--- src/rtl/rrom_pkg.sv ---
// Shared TileLink constants, widths and FSM states for the remote ROM front end.
package rrom_pkg;
  localparam int TL_ADDR_W = 64;
  localparam int TL_DATA_W = 64;
  localparam int TL_SRC_W  = 4;
  localparam int CNT_W     = 3;

  localparam logic [2:0] TL_GET             = 3'd4;
  localparam logic [2:0] TL_ACCESS_ACK_DATA = 3'd1;

  typedef enum logic [1:0] {IDLE, CMD, RSP, RESP} state_t;
endpackage

--- src/rtl/rrom_frontend_if.sv ---
// TileLink-UL A/D channel bundle between the system bus and the remote ROM front end.
interface rrom_frontend_if import rrom_pkg::*; #(
  parameter int ADDR_W = TL_ADDR_W,
  parameter int DATA_W = TL_DATA_W,
  parameter int SRC_W  = TL_SRC_W
);
  logic              a_valid;
  logic              a_ready;
  logic [2:0]        a_opcode;
  logic [ADDR_W-1:0] a_address;
  logic [SRC_W-1:0]  a_source;
  logic [2:0]        a_size;
  logic              d_valid;
  logic              d_ready;
  logic [2:0]        d_opcode;
  logic [DATA_W-1:0] d_data;
  logic [SRC_W-1:0]  d_source;
  logic [2:0]        d_size;

  modport master (
    output a_valid, a_opcode, a_address, a_source, a_size, d_ready,
    input  a_ready, d_valid, d_opcode, d_data, d_source, d_size
  );

  modport slave (
    input  a_valid, a_opcode, a_address, a_source, a_size, d_ready,
    output a_ready, d_valid, d_opcode, d_data, d_source, d_size
  );
endinterface

--- src/rtl/rrom_byte_shifter.sv ---
// Right-shifting byte register: loads the address and shifts it out LSB first,
// then reuses the same storage to shift response bytes in from the top.
module rrom_byte_shifter import rrom_pkg::*; #(
  parameter int W = TL_DATA_W
) (
  input  logic         clk,
  input  logic         rst_n,
  input  logic         load,
  input  logic [W-1:0] load_dat,
  input  logic         shift_out,
  input  logic         shift_in,
  input  logic [7:0]   in_byte,
  output logic [7:0]   out_byte,
  output logic [W-1:0] word
);
  always_ff @(posedge clk or negedge rst_n) begin
    if (!rst_n) begin
      word <= '0;
    end else if (load) begin
      word <= load_dat;
    end else if (shift_out) begin
      word <= {8'h00, word[W-1:8]};
    end else if (shift_in) begin
      word <= {in_byte, word[W-1:8]};
    end
  end

  assign out_byte = word[7:0];
endmodule

--- src/rtl/rrom_frontend.sv ---
// TileLink-UL Get slave: sends the address byte-wise to the command FIFO, gathers
// the response bytes into one AccessAckData beat. One request in flight, 18 cycles best case.
module rrom_frontend import rrom_pkg::*; #(
  parameter int ADDR_W = TL_ADDR_W,
  parameter int DATA_W = TL_DATA_W
) (
  input  logic                  clk,
  input  logic                  rst_n,
  rrom_frontend_if.slave        bus,
  input  logic                  full,
  output logic                  wr_en,
  output logic [7:0]            din,
  input  logic                  empty,
  output logic                  rd_en,
  input  logic [7:0]            dout
);
  localparam int SH_W = (ADDR_W > DATA_W) ? ADDR_W : DATA_W;
  localparam logic [CNT_W-1:0] CMD_LAST = CNT_W'(ADDR_W / 8 - 1);
  localparam logic [CNT_W-1:0] RSP_LAST = CNT_W'(DATA_W / 8 - 1);
  localparam logic [CNT_W:0]   RD_TOTAL = (CNT_W + 1)'(DATA_W / 8);

  state_t              state, state_nxt;
  logic [CNT_W-1:0]    cnt;
  logic [CNT_W:0]      rd_cnt;
  logic                rd_pend;
  logic                load;
  logic [TL_SRC_W-1:0] src_q;
  logic [2:0]          size_q;
  logic [7:0]          out_byte;
  logic [SH_W-1:0]     word;

  always_ff @(posedge clk or negedge rst_n) begin
    if (!rst_n) begin
      state   <= IDLE;
      cnt     <= '0;
      rd_cnt  <= '0;
      rd_pend <= 1'b0;
      src_q   <= '0;
      size_q  <= '0;
    end else begin
      state   <= state_nxt;
      rd_pend <= rd_en;
      // cnt counts writes in CMD and captured bytes in RSP; it wraps on the last one
      if (wr_en || rd_pend) cnt <= cnt + 1'b1;
      if (state != RSP)     rd_cnt <= '0;
      else if (rd_en)       rd_cnt <= rd_cnt + 1'b1;
      if (load) begin
        src_q  <= bus.a_source;
        size_q <= bus.a_size;
      end
    end
  end

  always_comb begin
    state_nxt   = state;
    bus.a_ready = 1'b0;
    bus.d_valid = 1'b0;
    wr_en       = 1'b0;
    rd_en       = 1'b0;
    load        = 1'b0;
    case (state)
      IDLE: begin
        bus.a_ready = 1'b1;
        if (bus.a_valid && bus.a_opcode == TL_GET) begin
          load      = 1'b1;
          state_nxt = CMD;
        end
      end
      CMD: begin
        wr_en = !full;
        if (!full && cnt == CMD_LAST) state_nxt = RSP;
      end
      RSP: begin
        // reads may run ahead of captures by one, so cap on issued reads separately
        rd_en = !empty && (rd_cnt != RD_TOTAL);
        if (rd_pend && cnt == RSP_LAST) state_nxt = RESP;
      end
      RESP: begin
        bus.d_valid = 1'b1;
        if (bus.d_ready) state_nxt = IDLE;
      end
      default: state_nxt = IDLE;
    endcase
  end

  assign din          = (state == CMD) ? out_byte : 8'h00;
  assign bus.d_data   = (state == RESP) ? word[SH_W-1 -: DATA_W] : '0;
  assign bus.d_opcode = TL_ACCESS_ACK_DATA;
  assign bus.d_source = src_q;
  assign bus.d_size   = size_q;

  rrom_byte_shifter #(.W(SH_W)) u_shifter (
    .clk       (clk),
    .rst_n     (rst_n),
    .load      (load),
    .load_dat  (SH_W'(bus.a_address)),
    .shift_out (wr_en),
    .shift_in  (rd_pend),
    .in_byte   (dout),
    .out_byte  (out_byte),
    .word      (word)
  );
endmodule

--- src/flat_wrapper.sv ---
// flat-port wrapper written by rule: the top's interface ports become plain ports
module rrom_frontend_flat import rrom_pkg::*;
#(
  parameter int ADDR_W = TL_ADDR_W,
  parameter int DATA_W = TL_DATA_W
)
  (clk, rst_n, full, wr_en, din, empty, rd_en, dout, bus_a_valid, bus_a_opcode, bus_a_address, bus_a_source, bus_a_size, bus_d_ready, bus_a_ready, bus_d_valid, bus_d_opcode, bus_d_data, bus_d_source, bus_d_size);
  rrom_frontend_if #(.ADDR_W(ADDR_W), .DATA_W(DATA_W)) bus_i ();
  input  logic clk;
  input  logic rst_n;
  input  logic full;
  output logic wr_en;
  output logic [7:0] din;
  input  logic empty;
  output logic rd_en;
  input  logic [7:0] dout;
  input wire logic [$bits(bus_i.a_valid)-1:0] bus_a_valid;
  input wire logic [$bits(bus_i.a_opcode)-1:0] bus_a_opcode;
  input wire logic [$bits(bus_i.a_address)-1:0] bus_a_address;
  input wire logic [$bits(bus_i.a_source)-1:0] bus_a_source;
  input wire logic [$bits(bus_i.a_size)-1:0] bus_a_size;
  input wire logic [$bits(bus_i.d_ready)-1:0] bus_d_ready;
  output wire logic [$bits(bus_i.a_ready)-1:0] bus_a_ready;
  output wire logic [$bits(bus_i.d_valid)-1:0] bus_d_valid;
  output wire logic [$bits(bus_i.d_opcode)-1:0] bus_d_opcode;
  output wire logic [$bits(bus_i.d_data)-1:0] bus_d_data;
  output wire logic [$bits(bus_i.d_source)-1:0] bus_d_source;
  output wire logic [$bits(bus_i.d_size)-1:0] bus_d_size;
  assign bus_i.a_valid = bus_a_valid;
  assign bus_i.a_opcode = bus_a_opcode;
  assign bus_i.a_address = bus_a_address;
  assign bus_i.a_source = bus_a_source;
  assign bus_i.a_size = bus_a_size;
  assign bus_i.d_ready = bus_d_ready;
  assign bus_a_ready = bus_i.a_ready;
  assign bus_d_valid = bus_i.d_valid;
  assign bus_d_opcode = bus_i.d_opcode;
  assign bus_d_data = bus_i.d_data;
  assign bus_d_source = bus_i.d_source;
  assign bus_d_size = bus_i.d_size;
  rrom_frontend #(.ADDR_W(ADDR_W), .DATA_W(DATA_W)) u_core (.clk(clk), .rst_n(rst_n), .bus(bus_i), .full(full), .wr_en(wr_en), .din(din), .empty(empty), .rd_en(rd_en), .dout(dout));
endmodule
--- config.mk ---
export PLATFORM = sky130hd
export DESIGN_NAME = rrom_frontend_flat
export DESIGN_NICKNAME = d
export VERILOG_FILES = /design/src/rtl/rrom_pkg.sv /design/src/rtl/rrom_frontend_if.sv /design/src/rtl/rrom_byte_shifter.sv /design/src/rtl/rrom_frontend.sv /design/src/flat_wrapper.sv
export SDC_FILE = /design/constraint.sdc
export NUM_CORES = 1
export LEC_CHECK = 0
export CAP_MARGIN = 10
export CORE_ASPECT_RATIO = 0.6
export CORE_MARGIN = 2
export CORE_UTILIZATION = 47
export CTS_BUF_LIST = sky130_fd_sc_hd__clkbuf_4 sky130_fd_sc_hd__clkbuf_8
export CTS_CLUSTER_SIZE = 28
export DETAILED_ROUTE_END_ITERATION = 8
export PLACE_DENSITY = 0.84
export SYNTH_ARGS = -nofsm -noshare
export SYNTH_HDL_FRONTEND = slang
export SYNTH_HIERARCHICAL = 1
export SYNTH_SLANG_ARGS = --single-unit
export TNS_END_PERCENT = 100
--- constraint.sdc ---
create_clock -name clk -period 2.8 [get_ports clk]
set_clock_uncertainty 0.05 [all_clocks]
set_input_delay 0.28 -clock clk [delete_from_list [all_inputs] [get_ports clk]]
set_output_delay 0.28 -clock clk [all_outputs]
set_load 0.1 [all_outputs]
==> results.sh <==
export IMPL_outcome="completed"
export IMPL_die_height_um=82.28
export IMPL_setup_tns_ns=0
export IMPL_drive_above_1_share_pct=21.37
export IMPL_cts_made_buffers=9
export IMPL_synthTopCellsByArea="dfrtp_1 42%, a221o_1 12%, nor4b_1 10%"
export IMPL_async_reset_ff_share_pct=100.0
export IMPL_post_cts_buffers=0
export IMPL_synth_distinct_cells=30
export IMPL_grt_antenna_before_repair=0
export IMPL_synth_top_cell_by_area="dfrtp_1"
export IMPL_via_per_inst=5.684
export IMPL_final_hold_violation_count=0
export IMPL_die_w_um=134.5
export IMPL_overflow=0
export IMPL_combinationalPowerShare_pct=64.9
export IMPL_syn_avg_cell_area_um2=10.48
export IMPL_r2r_slack_ns=0.43
export IMPL_synthCells=458
export IMPL_setup_viol=0
export IMPL_cp_arrival_ns=2.23
export IMPL_slew_headroom_pct=31.27
export IMPL_grt_pass1_vias=4255
export IMPL_hold_buffers=0
export IMPL_crit_path_start_kind="flop"
export IMPL_drcViolationCount=0
export IMPL_wire_per_inst_um=19.00
export IMPL_initialDrtViolationCount=257
export IMPL_portBuffers=170
export IMPL_p_sw_share_pct=50.65
export IMPL_powerDensity_mw_per_mm2=1123
export IMPL_synth_simple_area_share_pct=29.64
export IMPL_dp_hpwl_um=10160
export IMPL_min_period_ns=2.559
export IMPL_gp_congestion=0.8388
export IMPL_report_final_slew_viol_count=0
export IMPL_synth_top_cell_area_share_pct=42.23
export IMPL_start_util_pct=48.58
export IMPL_grt_max_degree=82
export IMPL_p_int_uw=4035
export IMPL_synthesis_area_mm2=0.004800
export IMPL_core_area_mm2=0.009879
export IMPL_min_period_over_period_pct=91.40
export IMPL_ctsHtreeMaxLevel=3
export IMPL_cts_resized=0
export IMPL_worst_setup_path_end_kind="output pin"
export IMPL_synthMuxAreaShare_pct=4.223
export IMPL_postLayoutCellArea_mm2=0.007281
export IMPL_post_route_util_pct=73.70
export IMPL_synth_top_family_by_area="simple AND/OR/NAND/NOR gates"
export IMPL_hold_path_class="input port to async pin"
export IMPL_synth_compound_area_share_pct=13.27
export IMPL_synth_xor_area_share_pct=0.5474
export IMPL_place_area_mm2=0.007099
export IMPL_num_nets_final=691
export IMPL_synth_edff_count=0
export IMPL_clk_path_buf_depth=2
export IMPL_peakVddDrop_v=0.0005912
export IMPL_insertion_delay_ns=0.35
export IMPL_path_clk_slew_ns=0.08
export IMPL_synth_cells_most_frequent="81 x dfrtp_1, 75 x and2_1, 58 x nor2b_1, 56 x a221o_1, 56 x nor4b_1"
export IMPL_p_switching_uw=4141
export IMPL_first_pass_iters=4
export IMPL_worstMarginPinSlew_ns=1.031
export IMPL_synth_fa_ha_area_share_pct=2.346
export IMPL_clkSinkCount=81
export IMPL_drt_antenna_violating_nets=0
export IMPL_ys_ff_latch=81
export IMPL_cts_tree="done"
export IMPL_io_pins=174
export IMPL_via_count=4172
export IMPL_worst_setup_path_type="flop to output pin"
export IMPL_rsz0062_at_grt="false"
export IMPL_p_leak_uw=0.003142
export IMPL_maxCapViolCount=0
export IMPL_synth_most_common_cell="dfrtp_1"
export IMPL_drt_total_wl_um=13940
export IMPL_synthToLayoutAreaGrowth_pct=51.69
export IMPL_yosys_warnings=6
export IMPL_cp_required_ns=2.47
export IMPL_cts_root_buf="clkbuf_8"
export IMPL_synthFlopType="dfrtp_1"
export IMPL_n_antenna_cell=0
export IMPL_clkPwrFrac_pct=9.7
export IMPL_grt_pass1_wl_um=22330
export IMPL_dieArea_mm2=0.01106
export IMPL_cp_max_fo=47
export IMPL_row_count=28
export IMPL_fmax_mhz=390.8
export IMPL_ys_seq_area_share_pct=42.23
export IMPL_grt_usage_pct=26.05
export IMPL_p_seq_share_pct=25.4
[sequential cells by signal, indices dropped and copies added (netlist names)]
register,cells
u_core/rd_cnt,4
u_core/rd_pend,1
u_core/bus.d_size,3
u_core/bus.d_source,4
u_core/cnt,3
u_core/u_shifter/word,64
u_core/state,2
[cells by family (layout without fill, tap and decap cells)]
family,count (synthesis),in the layout
AND/OR/NAND/NOR,209,209
flip-flops,81,81
AO/OA/AOI/OAI,69,69
buffers and inverters,66,206
multiplexers,19,19
adder cells (fa/ha/maj),9,9
XOR/XNOR,3,3
other,2,3
[placed cells by master (no fill, tap or decap), drive strengths merged, types with 2 or more instances in the layout]
| cell type | instances |
|---|---|
| clkdlybuf4s50 | 86 |
| nor4b | 56 |
| a221o | 56 |
| dfrtp | 81 |
| mux2i | 9 |
| conb | 3 |
| xnor2 | 3 |
| or2 | 3 |
| buf | 96 |
| nand2 | 11 |
| mux2 | 10 |
| and2 | 75 |
| nor2 | 2 |
| inv | 8 |
| nor2b | 58 |
| o21ai | 8 |
| clkbuf | 13 |
| ha | 9 |
| clkinv | 3 |
[metrics by stage]
step,worst slack (ns),instances,power (uW),hold WS (ns)
after detailed placement,0.3039,718,7407,0.4511
after CTS,0.1917,734,8208,0.09071
after floorplan,0.1135,459,5769,-0.06559
after global placement,0.4134,718,7221,0.4171
after global routing,0.07026,734,8580,0.1465
final,0.2408,734,8177,0.05179
[routing by layer]
| metal | vias up | track usage, % | wire, um |
|---|---|---|---|
| met4 | 0 | 6.842 | 208 |
| met2 | 166 | 43.32 | 6711 |
| met1 | 2069 | 33.07 | 5771 |
| li1 | 1913 | - | - |
| met3 | 24 | 8.913 | 1252 |
| met5 | - | 0 | 0 |
[worst paths after layout]
check                                        from                   endpoint  depth (start not counted)
worst min-delay path                        rst_n   u_core/u_shifter/word[2]                          1
min in group clk                bus_a_address[61]  u_core/u_shifter/word[61]                          3
worst max-delay path              u_core/state[1]              bus_d_data[9]                          4
worst max register to register    u_core/state[0]  u_core/u_shifter/word[23]                          8
max in group asynchronous                   rst_n             u_core/rd_pend                          1
worst min register to register      u_core/cnt[0]              u_core/cnt[0]                          1
[power groups by stage]
stage	Combinational (uW)	Sequential (uW)	Clock (uW)
detailed placement	5330	2080	0
global route	5590	2130	863
global placement	5180	2040	0
finish	5310	2070	792
CTS	5330	2070	809
floorplan	3520	2250	0
[area by class of cell]
| cell class | count | area, um2 |
|---|---|---|
| clock buffer | 13 | 166.4 |
| clock inverter | 3 | 15.01 |
| fill | 699 | 2599 |
| tap | 135 | 168.9 |
| inverter | 8 | 32.53 |
| sequential | 81 | 2028 |
| multi-input combinational | 312 | 2425 |
| timing repair buffer | 182 | 2445 |
[worst max-delay path, cell delays in order, from the launching register on]
cell	delay, ns
dfrtp_1	0.41
ha_2	0.72
buf_4	0.34
and2_1	0.21
buf_12	0.19
Note: power is estimated with default switching activity, not from simulation.
==> RTL change: new RTL, same flow settings <==
The 4 states of `state_t` get a one-hot encoding in 4 bits.
--- a/src/rtl/rrom_pkg.sv
+++ b/src/rtl/rrom_pkg.sv
@@ -8,6 +8,6 @@
   localparam logic [2:0] TL_GET             = 3'd4;
   localparam logic [2:0] TL_ACCESS_ACK_DATA = 3'd1;
 
-  typedef enum logic [1:0] {IDLE, CMD, RSP, RESP} state_t;
+  typedef enum logic [3:0] {IDLE = 4'b0001, CMD = 4'b0010, RSP = 4'b0100, RESP = 4'b1000} state_t;
 endpackage
 
Check against the original RTL: same outputs for any inputs over 10 cycles, from zero or initial values and one cycle with rst_n low; not proved beyond that.
==> RTL change against the original RTL <==
- worst setup slack improved by 47 ps
- wire length increased by 2.6%
- register-to-register slack worse by 40 ps
- design area is 3.3% higher
- count of clock-buffer cells in the layout is 1 lower
- critical path depth stayed put
- global-route usage down 0.54 points
- sequential cell count rose by 2
- critical path type unchanged
- largest cell class unchanged
- synthesized area rose by 2.3%
- via count up 2.2%
- utilization up 1.4 points
Power is not compared: it rests on default switching activity, and its combinational part moved more than twofold at a synthesized area within 25%.
==> RTL change: results (changes against the original RTL) <==
[outcome]
outcome=finished clean  ; unchanged

[cells_and_area]
n_all_buffers=183  ; was 182
syn_to_final_growth_pct=53.2  ; was 51.7%
nFillCells=691  ; was 699
sh_seq_area=0.276  ; was 0.279
buf_share=0.340  ; was 0.336
clkbuf_count=12  ; was 13
clk_share=0.0308  ; was 0.0249

[detailed_routing]
wl_met3_um=1310  ; was 1250 um
vias=4265  ; was 4172

[place]
gp_congestion=0.865  ; was 0.839
pre_cts_slack_ps=449  ; was 304 ps
place_area_mm2=0.00728  ; was 0.00710 mm^2

[critical_path]
slowest_delay_ps=520  ; was 720 ps
cp_slowest_cell=dfrtp_1  ; was ha_2
cpLargestDelayFamily=buffers and inverters  ; was adder cells
r2r-start=u_core/state[0]$_DFFE_PN1P_  ; was u_core/state[0]$_DFFE_PN0P_
r2r_end=u_core/u_shifter/word[59]$_DFFE_PN0P_  ; was u_core/u_shifter/word[23]$_DFFE_PN0P_
worstPathArrival_ps=2180  ; was 2230 ps
cp-endpoint=wr_en  ; was bus_d_data[9]

[synth]
synth.distinct_cells=41  ; was 30
yosys-top-cells-count=82 x dfrtp_1, 73 x and2_1, 57 x nor4b_1  ; was 81 x dfrtp_1, 75 x and2_1, 58 x nor2b_1
ys_seq_area_frac=0.423  ; was 0.422
postSynthCellCount=463  ; was 458

[floorplan]
die_x_um=136  ; was 134 um

[sta]
whs_ps=434  ; was 51.8 ps
relSlewSlack=0.228  ; was 0.313

## RTL change: worst min-delay path by stage
stage | cells after the start | from | endpoint
after global routing | 3 | bus_a_address[58] | u_core/u_shifter/word[58]$_DFFE_PN0P_
after CTS | 3 | bus_a_address[57] | u_core/u_shifter/word[57]$_DFFE_PN0P_
after detailed placement | 1 | rst_n | u_core/bus.d_source[1]$_DFFE_PN0P_
after global placement | 1 | rst_n | u_core/rd_cnt[3]$_DFFE_PN0P_
after floorplan | 0 | rst_n | u_core/bus.d_size[0]$_DFFE_PN0P_
final | 3 | bus_a_address[63] | u_core/u_shifter/word[63]$_DFFE_PN0P_
## RTL change: cell families after synthesis
| logic type | count (synthesis) | share of synthesized area |
|---|---|---|
| flip-flops | 83 | 0.423 |
| multiplexers | 18 | 0.0443 |
| XOR/XNOR | 2 | 0.00357 |
| AO/OA/AOI/OAI | 74 | 0.135 |
| other | 2 | 0.00153 |
| buffers and inverters | 64 | 0.0772 |
| AND/OR/NAND/NOR | 216 | 0.305 |
| adder cells (fa/ha/maj) | 4 | 0.0102 |
## RTL change: power by group through the flow
stage	Combinational, mW	Sequential [mW]	Clock, mW
2_1_floorplan	0.545	1.72	0
3_3_place_gp	0.921	1.61	0
3_5_place_dp	0.961	1.62	0
4_1_cts	0.962	1.60	1.01
5_1_grt	1.02	1.63	1.06
6_report	0.960	1.61	0.996
## RTL change: repair_timing
item,in CTS,in global routing
endpoints found under the setup margin,0,0
hold buffers,1,0
gates resized for setup,0,0
endpoints found under the hold margin,44,0
## RTL change: tightest hold or removal path: cells and delay by family
kind / cells / cell delay [ps]
buffers and inverters: 1 / 400
AO/OA/AOI/OAI: 1 / 50
AND/OR/NAND/NOR: 1 / 60
